**src/rtl/reg_bank_shadow.sv**
```systemverilog
// Shadowed register bank: per-channel staging registers that are atomically
// transferred to the active outputs on a commit, with a dirty mask and commit counter.

module reg_bank_shadow_lane #(
  parameter int               WIDTH     = 8,
  parameter logic [WIDTH-1:0] RESET_VAL = '0
) (
  input  logic             clk,
  input  logic             rst,
  input  logic             wr_en,
  input  logic [WIDTH-1:0] wr_data,
  input  logic             apply,
  input  logic             clr,
  output logic [WIDTH-1:0] q,
  output logic             dirty
);
  logic [WIDTH-1:0] stage;

  // On a commit with a simultaneous write, the pre-write staging value is
  // committed and the fresh write stays pending (dirty remains set).
  always_ff @(posedge clk) begin
    if (rst) begin
      stage <= RESET_VAL;
      q     <= RESET_VAL;
      dirty <= 1'b0;
    end else if (clr) begin
      stage <= RESET_VAL;
      dirty <= 1'b0;
    end else begin
      if (apply && dirty) q <= stage;
      if (wr_en) begin
        stage <= wr_data;
        dirty <= 1'b1;
      end else if (apply) begin
        dirty <= 1'b0;
      end
    end
  end
endmodule

module reg_bank_shadow #(
  parameter int               WIDTH     = 8,
  parameter int               CHANNELS  = 3,
  parameter logic [WIDTH-1:0] RESET_VAL = '0,
  parameter int               CNT_W     = 8
) (
  input  logic                      clk,
  input  logic                      rst,
  input  logic [CHANNELS-1:0]       wr_en,
  input  logic [CHANNELS*WIDTH-1:0] wr_data,
  input  logic                      commit,
  input  logic                      clr,
  output logic [CHANNELS*WIDTH-1:0] q,
  output logic [CHANNELS-1:0]       dirty,
  output logic                      commit_done,
  output logic [CNT_W-1:0]          upd_cnt
);
  logic apply;

  // A commit only counts when something is pending and no clear is requested.
  assign apply = commit && !clr && (|dirty);

  for (genvar i = 0; i < CHANNELS; i++) begin : g_lane
    reg_bank_shadow_lane #(
      .WIDTH     (WIDTH),
      .RESET_VAL (RESET_VAL)
    ) u_lane (
      .clk     (clk),
      .rst     (rst),
      .wr_en   (wr_en[i]),
      .wr_data (wr_data[i*WIDTH +: WIDTH]),
      .apply   (apply),
      .clr     (clr),
      .q       (q[i*WIDTH +: WIDTH]),
      .dirty   (dirty[i])
    );
  end

  always_ff @(posedge clk) begin
    if (rst) begin
      commit_done <= 1'b0;
      upd_cnt     <= '0;
    end else begin
      commit_done <= apply;
      if (apply) upd_cnt <= upd_cnt + CNT_W'(1);
    end
  end
endmodule

```
**config.mk**
```make
export PLATFORM = sky130hd
export DESIGN_NAME = reg_bank_shadow
export DESIGN_NICKNAME = d
export VERILOG_FILES = /design/src/rtl/reg_bank_shadow.sv
export SDC_FILE = /design/constraint.sdc
export NUM_CORES = 1
export LEC_CHECK = 0
export CORE_ASPECT_RATIO = 1.1
export CORE_MARGIN = 5
export CORE_UTILIZATION = 46
export CTS_CLUSTER_DIAMETER = 30
export CTS_CLUSTER_SIZE = 12
export DETAILED_ROUTE_END_ITERATION = 16
export PLACE_DENSITY = 0.86
export SETUP_SLACK_MARGIN = 0.05
export SYNTH_ARGS = -nofsm -noshare
export SYNTH_HDL_FRONTEND = slang
export SYNTH_SLANG_ARGS = --single-unit
export TNS_END_PERCENT = 20
```
**constraint.sdc**
```tcl
create_clock -name clk -period 1.7 [get_ports clk]
set_input_delay 0.34 -clock clk [delete_from_list [all_inputs] [get_ports clk]]
set_output_delay 0.34 -clock clk [all_outputs]
set_load 0.01 [all_outputs]
```
==> results.toml <==
[setup_path]
critPathTopFamily = "buffers and inverters"
crit_buf_inv = 1
cp.required_ns = 1.36
worstSetupPathType = "flip-flop to primary output"
arrival_ns = 1.26
crit_fanout = 6
worstSetupStartpointType = "flip-flop"
slowest_stage = "clkdlybuf4s50_1"
cpPeakStageDelay_ns = 0.55
path_cells = "clkdlybuf4s50_1"
setup.worst_path.end_class = "primary output"

[timing]
skew_ns = 0.00845
setup_ws_ns = 0.105
maxSlewViolCount = 0
setup_viol = 0
slew_headroom_pct = 72.3
period_share_pct = 93.8
finalHoldViolCount = 0
tns_ns = 0
layout_min_cycle_time_ns = 1.60
rsz0062_at_grt = "false"
fmax_mhz = 627
timing_worst_slew_pin_value_ns = 0.413

[cts]
numCtsBuffers = 9
clkSinkCount = 60
postCtsSetupRepairBufs = 0
cts_buffer_depth = 2
cts-resized-gates = 1
cts-root-buf = "clkbuf_8"
path_clk_slew_ns = 0.07
cts_tree = "yes"
h-tree-depth = 3
hold_buffers = 0
clkLatencyLatePin_ns = 0.33

[power_and_ir_drop]
power_uw = 2820
power-per-cell-area_mw_per_mm2 = 865
peakVddDrop_mv = 0.696
leakagePower_uw = 0.00155

[route]
viasPerCell = 5.12
drt_iter0_markers = 56
vias = 1821
ant_nets = 0
post_drt_wl_per_cell_um = 14.0
drc = 0
wirelength_um = 4990
firstDrtPassIters = 4

[synthesis]
ys_top_cells_by_area = "dfxtp_1, mux2i_1, nor2_1"
yosysSeqAreaShare_pct = 53.6
synth_largest_area_cell = "dfxtp_1"
ys_types = 26
synthCells = 221
ys_seq_elements = 60
synth_fp_nets = 253
yosysWarningCount = 0
synth.avg_cell_area_um2 = 10.1
syn-cell-area_mm2 = 0.00224
yosysTopAreaCellShare_pct = 53.6

[status]
status = "finished, final reports clean"

[floorplanning]
die-area_mm2 = 0.00637
initial_utilization_pct = 47.8
io_pins = 67
chipHeight_um = 83.2
num_rows = 26
die_x_um = 76.6
core_area_mm2 = 0.00468

[place]
hpwl_um = 3560
gp_congestion = 0.847
dpl_worst_slack_ns = -0.0673
io_buffers = 66

[finish]
register_area_mm2 = 0.00121
diodes = 0
nFillCells = 388
final_util_pct = 69.5
multi_input_area_um2 = 946
area_delta_synth_final_pct = 45.2
fin_nets = 328
drive_above_1_share_pct = 12.0

[min_path]
min_path_type = "flip-flop to flip-flop"

[grt]
grt_pass1_vias = 1871
grt_pass1_wl_um = 8770
grt_max_degree = 28
grt.overflow.total = 0
grtUsageTotal_pct = 16.9
antenna_found_initial = 0

[run]
max-cap-violations = 0
final cells by class:
| type | count | area share [%] |
|---|---|---|
| timing repair buffer | 82 | 26.1 |
| multi-input combinational | 141 | 29.1 |
| tap | 56 | 2.15 |
| clock buffer | 11 | 4.65 |
| inverter | 2 | 0.231 |
| clock inverter | 4 | 0.769 |
| sequential | 60 | 37.1 |
Yosys cell counts:
master    instances
nand4_1           1
or3b_1            1
nand2b_1          1
buf_1             2
a21oi_1          10
nand4b_1          1
nor2_1           52
or3_1             2
or2_1             1
nor2b_1           1
nor4_1            1
ha_1              1
buf_4             3
dfxtp_1          60
nand3b_1          4
buf_2             6
nor3_1            1
inv_1             2
o31ai_1           4
or4_1             4
nand3_1           3
mux2_1            1
nor3_2            1
mux2i_1          48
clkbuf_1          7
o21ai_0           3
cell usage in the layout, fill, tap and decap left out, types with 4 or more instances in the layout:
cell,count
buf_4,12
nor2_1,52
a21oi_1,10
clkbuf_8,11
dfxtp_2,4
o31ai_1,4
buf_12,4
dfxtp_1,56
or4_1,4
clkdlybuf4s50_1,59
dlymetal6s2s_1,7
nand3b_1,4
mux2i_1,48
metrics by stage:
step,cell area [um2],instances,hold WS [ns]
floorplan,2240,221,0.460
global placement,3060,341,0.466
detailed placement,3060,341,0.479
CTS,3230,356,0.494
global route,3250,356,0.531
finish,3250,356,0.490
path summary, 6_finish.rpt:
kind | start | to | slack [ns] | depth (start not counted)
setup / recovery | upd_cnt[3] | upd_cnt[3] | 0.10 | 1
hold / removal | g_lane[2].u_lane.stage[7] | g_lane[2].u_lane.q[7] | 0.49 | 2
setup reg to reg | g_lane[0].u_lane.dirty | upd_cnt[6] | 0.33 | 4
hold reg to reg | g_lane[2].u_lane.stage[7] | g_lane[2].u_lane.q[7] | 0.49 | 2
metal layers:
metal  global-route usage, %  vias up  routed length, um
met5                       0        -                  0
met4                    6.84        0                 73
met3                    6.93        9                297
met2                    28.5       49               2550
met1                    18.6      861               2070
li1                        -      902                  -
registers in the layout, summed over array words and instances, names as in the netlist:
register,cells
commit_done,1
g_lane.u_lane.stage,24
upd_cnt,8
g_lane.u_lane.q,24
g_lane.u_lane.dirty,3
cell families after synthesis:
kind of cell / Yosys count / share of synthesized area, %
and+or+nand+nor: 74 / 15.5
DFF: 60 / 53.6
muxes: 49 / 21.9
buffers and inverters: 20 / 4.19
AOI/OAI and AO/OA: 17 / 4.24
adders and majority gates: 1 / 0.558
power by group:
part / total, uW / internal, uW / switching [uW]
combinational: 240 / 140 / 99.6
clock: 1130 / 594 / 534
sequential: 1450 / 1430 / 16.1
total: 2820 / 2170 / 650
(Power assumes the default switching activity.)
